### config.mk
export PLATFORM = sky130hd
export DESIGN_NAME = condicionador_botoes
export DESIGN_NICKNAME = d
export VERILOG_FILES = /design/src/rtl/condicionador_botoes.sv
export SDC_FILE = /design/constraint.sdc
export NUM_CORES = 1
export LEC_CHECK = 0
export CAP_MARGIN = 10
export CORE_MARGIN = 2
export CORE_UTILIZATION = 40
export CTS_BUF_LIST = sky130_fd_sc_hd__clkbuf_16
export DETAILED_ROUTE_END_ITERATION = 16
export GPL_TIMING_DRIVEN = 0
export PLACE_DENSITY = 0.65
export SYNTH_ARGS = -nofsm -noshare
export SYNTH_HDL_FRONTEND = slang
export SYNTH_SLANG_ARGS = --single-unit
export TNS_END_PERCENT = 5
### constraint.sdc
create_clock -name clock -period 1.75 [get_ports clock]
set_input_delay 0.175 -clock clock [delete_from_list [all_inputs] [get_ports clock]]
set_output_delay 0.175 -clock clock [all_outputs]
set_load 0.05 [all_outputs]
### src/rtl/condicionador_botoes.sv
`default_nettype none
// ============================================================================
// Module      : condicionador_botoes
// Description : Synchronizes, debounces and validates a push-button vector,
//               producing one clean one-hot play event per physical press.
// Revision    : 1.0 - initial release
// ============================================================================
module condicionador_botoes #(
    parameter int N_BOTOES = 4,
    parameter int DEBOUNCE = 5
) (
    input  logic                clock,
    input  logic                reset,
    input  logic [N_BOTOES-1:0] botoes,
    input  logic                limpa_jogada,
    output logic [N_BOTOES-1:0] jogada,
    output logic                jogada_feita,
    output logic                jogada_invalida,
    output logic                tem_jogada,
    output logic [1:0]          db_estado
);

    localparam int C_CW = $clog2(DEBOUNCE);
    localparam logic [C_CW-1:0]     C_CNT_MAX = C_CW'(DEBOUNCE - 1);
    localparam logic [C_CW-1:0]     C_CNT_UM  = C_CW'(1);
    localparam logic [N_BOTOES-1:0] C_BIT_UM  = N_BOTOES'(1);

    typedef enum logic [1:0] {
        OCIOSO      = 2'd0,
        FILTRANDO   = 2'd1,
        PRESSIONADO = 2'd2,
        SOLTANDO    = 2'd3
    } estado_t;

    logic [N_BOTOES-1:0] r_sinc1;
    logic [N_BOTOES-1:0] r_sinc;
    estado_t             r_estado;
    estado_t             w_estado_prox;
    logic [N_BOTOES-1:0] r_amostra;
    logic [N_BOTOES-1:0] w_amostra_prox;
    logic [C_CW-1:0]     r_cnt;
    logic [C_CW-1:0]     w_cnt_prox;
    logic                w_aceita;
    logic                w_unico;
    logic [N_BOTOES-1:0] r_jogada;
    logic                r_feita;
    logic                r_invalida;

    // Exactly one bit set: nonzero and clearing the lowest set bit leaves zero.
    assign w_unico = (r_amostra != '0) &&
                     ((r_amostra & (r_amostra - C_BIT_UM)) == '0);

    always_ff @(posedge clock) begin
        if (reset) begin
            r_sinc1 <= '0;
            r_sinc  <= '0;
        end else begin
            r_sinc1 <= botoes;
            r_sinc  <= r_sinc1;
        end
    end

    always_comb begin
        w_estado_prox  = r_estado;
        w_amostra_prox = r_amostra;
        w_cnt_prox     = r_cnt;
        w_aceita       = 1'b0;
        case (r_estado)
            OCIOSO: begin
                if (r_sinc != '0) begin
                    w_amostra_prox = r_sinc;
                    w_cnt_prox     = C_CNT_UM;
                    w_estado_prox  = FILTRANDO;
                end
            end
            FILTRANDO: begin
                if (r_sinc == '0) begin
                    w_estado_prox = OCIOSO;
                end else if (r_sinc != r_amostra) begin
                    w_amostra_prox = r_sinc;
                    w_cnt_prox     = C_CNT_UM;
                end else if (r_cnt == C_CNT_MAX) begin
                    w_aceita      = 1'b1;
                    w_estado_prox = PRESSIONADO;
                end else begin
                    w_cnt_prox = r_cnt + C_CNT_UM;
                end
            end
            PRESSIONADO: begin
                // Changes between nonzero patterns while held are ignored.
                if (r_sinc == '0) begin
                    w_cnt_prox    = C_CNT_UM;
                    w_estado_prox = SOLTANDO;
                end
            end
            SOLTANDO: begin
                if (r_sinc != '0) begin
                    w_estado_prox = PRESSIONADO;
                end else if (r_cnt == C_CNT_MAX) begin
                    w_estado_prox = OCIOSO;
                end else begin
                    w_cnt_prox = r_cnt + C_CNT_UM;
                end
            end
            default: begin
                w_estado_prox = OCIOSO;
            end
        endcase
    end

    always_ff @(posedge clock) begin
        if (reset) begin
            r_estado   <= OCIOSO;
            r_amostra  <= '0;
            r_cnt      <= '0;
            r_jogada   <= '0;
            r_feita    <= 1'b0;
            r_invalida <= 1'b0;
        end else begin
            r_estado   <= w_estado_prox;
            r_amostra  <= w_amostra_prox;
            r_cnt      <= w_cnt_prox;
            r_feita    <= w_aceita && w_unico;
            r_invalida <= w_aceita && !w_unico;
            // An accept on the same edge takes priority over the clear.
            if (w_aceita && w_unico) begin
                r_jogada <= r_amostra;
            end else if (limpa_jogada) begin
                r_jogada <= '0;
            end
        end
    end

    assign jogada          = r_jogada;
    assign jogada_feita    = r_feita;
    assign jogada_invalida = r_invalida;
    assign tem_jogada      = (r_estado == PRESSIONADO) || (r_estado == SOLTANDO);
    assign db_estado       = r_estado;

endmodule
`default_nettype wire

-- Word-level counts from Yosys, hierarchy flattened
Index checks and enable logic that the tools add are counted.
- bitwise operators: 1
- add/subtract/negate cells: 2
- multiplexer cells: 25
- reductions and logical operators: 15
- equal/unequal tests: 13
- operator list (cell ; count):
    $mux W4 ; 5
    $mux W3 ; 6
    $mux W2 ; 7
    $pmux W3 S4 ; 1
    $ne A2 B2 Y1 const B ; 5
    $ne A3 B3 Y1 const B ; 3
    $logic_not A4 Y1 ; 2
    $pmux W2 S4 ; 1
    $pmux W4 S2 ; 1
    $reduce_and A4 Y1 ; 2
    $reduce_bool A4 Y1 ; 2
    $reduce_and A5 Y1 ; 1
    $and A4 B4 Y4 ; 1
    $eq A2 B2 Y1 const B ; 2
    $mux W1 ; 4
    $ne A4 B4 Y1 ; 1
    $reduce_bool A2 Y1 ; 2
    $sub A4 B1 Y4 const B ; 1
    $add A3 B1 Y3 const B ; 1
    $eq A3 B3 Y1 const B ; 1
    $logic_and A1 B1 Y1 ; 3
    $eq A2 B1 Y1 const B ; 1
    $logic_not A2 Y1 ; 1
    $logic_not A1 Y1 ; 1
    $logic_or A1 B1 Y1 ; 1
- output and inout port bits: 9
- logic and storage cells: 64
- bits of input ports: 7
- bits in registers: 23

-- Depth between registers and ports, before layout
- depth in word-level cells: 7
- gate-level depth with buffers: 6
- gate-level depth less buffers: 6

-- Worst setup path before layout
No wires, ideal clock.
- path kind: register -> register
- start: register with a tool-made name
- end: register r_cnt[0]
- clock period less this slack: 1.738 ns
- data required time: 1.630 ns
- buffers on the path: 1
- stages on the path, launching flop included: 5
- arrival time: 1.618 ns
- slack: 0.012 ns
- setup time: 0.120 ns
- cells stage by stage: dfxtp_1 > clkbuf_1 > xnor2_1 > and3_1 > o31a_1
- RTL lines (item ; RTL line ; source):
    end signal, assigned ; 122 ; r_cnt <= w_cnt_prox;
    end, declared ; 41 ; logic [C_CW-1:0] r_cnt;

==> reports/qor.yml <==
sta:
  fmax_ghz: 0.607
  finalCriticalPeriod_ns: 1.65
  hold_violations: 0
  rsz0062_at_grt: "true"
  tightest_slew_ns: 0.499
  fin_skew_ns: 0.00219
  drv_slew: 0
  final-setup-viol-count: 0
  max-slew-margin-rel_pct: 66.7
  period_share_pct: 94.1
worst_setup_path:
  r2r-start: "r_amostra[3]$_SDFFE_PP0P_"
  cp-end-kind: "output pin"
  path_class: "register to output pin"
  r2r_cells: 5
  cp.depth: 3
  cp_max_fo: 10
  r2r-end: "r_amostra[0]$_SDFFE_PP0P_"
  cp_slowest_cell: "clkdlybuf4s15_1"
  critical-path-top-delay-family: "buffers and inverters"
  cp-endpoint: "tem_jogada"
  ff2ff_setup_slack_ns: 0.16
  slowest_delay_ns: 0.48
  crit_buf_inv: 3
  cp.arrival_ns: 1.47
  cp-start-kind: "register"
  cp.required_ns: 1.57
  path_cells: "clkbuf_2 > clkbuf_1 > clkdlybuf4s15_1"
final_layout:
  nets: 130
  final_cells: 150
  areaGrowthSynthToFinish_pct: 31.9
  drive_gt1_share_pct: 10.8
  ff_latch_area_um2: 462
  multiInputGateArea_um2: 528
  antenna_cells: 0
  final_util_pct: 54.3
  fillers: 205
logic_synthesis:
  yosysTopAreaCellShare_pct: 46.4
  synth_area_um2: 992
  yosys-top-cells-area: "dfxtp_1 46%, mux2i_1 6.1%, nor2b_1 5.7%"
  synthTopCellsByCount: "23 x dfxtp_1, 13 x nand2_1, 9 x nor2b_1"
  synth-async-reset-ratio_pct: 0
  synth.distinct_cells: 28
  yosysSeqAreaShare_pct: 46.4
  synth_flop_cell: "dfxtp_1"
  yosysMostFrequentCell: "dfxtp_1"
  synth-warning-count: 0
  synth-edff-count: 0
  synth.largest_area_cell: "dfxtp_1"
  synth_nets: 109
  syn_area_per_cell_um2: 9.92
  ys_ff_latch: 23
  synth_cells: 100
floorplan:
  dieArea_um2: 2890
  die_x_um: 53.8
  row_count: 18
  boundaryPins: 16
  initial_core_util_pct: 41.2
  core_um2: 2410
  die_height_um: 53.8
min_path:
  hold_start: "r_sinc1[2]$_SDFF_PP0_"
  hold_class: "register to register"
routing:
  first_pass_iters: 4
  drt_wl_total_mm: 1.79
  avgRoutedWirePerCell_um: 11.9
  num_vias: 767
  drt_iter0_drc: 6
  drc: 0
  via_per_inst: 5.11
  ant_nets: 0
clock_tree:
  cts_buffer_depth: 2
  numCtsBuffers: 3
  htreeDepth: 1
  clock_sinks: 23
  cts_tree: "done"
  cts-root-buf: "clkbuf_16"
  clk_latency_ns: 0.25
  clkTransAtPathRegs_ns: 0.06
global_routing:
  grt_antenna_before_repair: 0
  grtUsageTotal_pct: 14.9
  grt.overflow.total: 0
  grt_max_degree: 13
  grt_pass1_wl_mm: 3.06
  first_global_vias: 707
placed_design:
  placed_cells: 145
  io_buffers: 15
  gp_congestion: 0.723
  dpl.hpwl_mm: 1.26
run:
  max_cap_violations: 0
run_status:
  outcome: "finished, final reports clean"
power_and_ir_drop:
  ir_worst_vdd_v: 0.000467
  power_density_nw_per_um2: 909
  power_mw: 1.19
  p_leak_nw: 0.538
[registers in the layout, summed over array words and instances, names as in the netlist, named ones only]
| signal | cells |
|---|---|
| jogada_feita | 1 |
| jogada_invalida | 1 |
| db_estado | 1 |
| jogada | 4 |
| r_sinc1 | 4 |
| r_amostra | 4 |
| r_sinc | 4 |
| r_cnt | 3 |
[report_power, final]
group | internal, mW | total (mW) | switching, mW
sequential | 0.542 | 0.561 | 0.0186
combinational | 0.0750 | 0.149 | 0.0745
clock | 0.305 | 0.480 | 0.175
[cells by family after synthesis]
family                     synth area share, %
adders and majority gates                 2.52
and+or+nand+nor                           23.6
muxes                                     6.05
AOI/OAI and AO/OA                         12.7
DFF                                       46.4
buffers and inverters                     3.40
xor gates and xnor gates                  5.30
[worst reg2reg max path, cell delays in order, from the launching register on]
cell      delay [ns]
dfxtp_1         0.42
xor2_1          0.27
nor4_4          0.11
buf_4           0.16
a211oi_4        0.35
mux2i_1         0.22
[final cells by class]
| class | count | share of cell area [%] |
|---|---|---|
| plain buffers | 3 | 0.956 |
| repair buffers | 18 | 13.4 |
| flip-flops and latches | 23 | 35.3 |
| well taps | 30 | 2.87 |
| multi-input cells | 68 | 40.3 |
| inverters | 4 | 1.15 |
| clock inverters | 1 | 0.287 |
| clock buffers | 3 | 5.74 |
[cell usage in the layout (no fill, tap or decap), types with 2 or more instances in the layout]
master           count
nor4_4               2
clkdlybuf4s50_1     13
o31a_1               2
nor2_1               2
clkbuf_16            3
xor2_1               4
and3_1               2
nand3_1              2
nor3_1               2
nor2b_1              9
dfxtp_1             22
nand2_1             13
o2bb2ai_1            4
ha_1                 2
a211oi_1             2
clkbuf_1             2
and4bb_1             2
inv_1                4
a21oi_1              4
buf_4                3
mux2i_1              6
[per-layer routing]
metal	global-route usage (%)	up-vias	share of wire [%]
li1	-	388	-
met1	17.7	355	42
met2	24.6	19	51
met3	3.33	5	5.0
met4	8.55	0	1.8
met5	0	-	0
[timing repair]
| item | in CTS | in global routing |
|---|---|---|
| endpoints found under the setup margin | 11 | 11 |
| pin swaps | 1 | 2 |
| resized for setup | 3 | 7 |
| setup buffers | 2 | 1 |
| hold buffers | 0 | 0 |
[metrics by stage]
stage / setup TNS (ns) / hold WS, ns / setup slack, ns / area, um^2
after CTS: -0.0680 / 0.439 / -0.0187 / 1280
after global routing: -0.00166 / 0.464 / -0.00166 / 1310
after detailed placement: -0.632 / 0.426 / -0.152 / 1180
after global placement: -0.223 / 0.419 / -0.0993 / 1180
final: 0 / 0.434 / 0.103 / 1310
after floorplan: 0 / 0.247 / 0.0123 / 992
[worst min path at each step]
stage                                 end  slack (ns)  cells past startpoint
detailed placement   r_sinc[2]$_SDFF_PP0_        0.43                      1
finish               r_sinc[2]$_SDFF_PP0_        0.43                      1
global placement     r_sinc[0]$_SDFF_PP0_        0.42                      1
CTS                  r_sinc[2]$_SDFF_PP0_        0.44                      1
floorplan           r_sinc1[3]$_SDFF_PP0_        0.25                      1
global route         r_sinc[0]$_SDFF_PP0_        0.46                      1
Power figures use the tool's default switching activity.
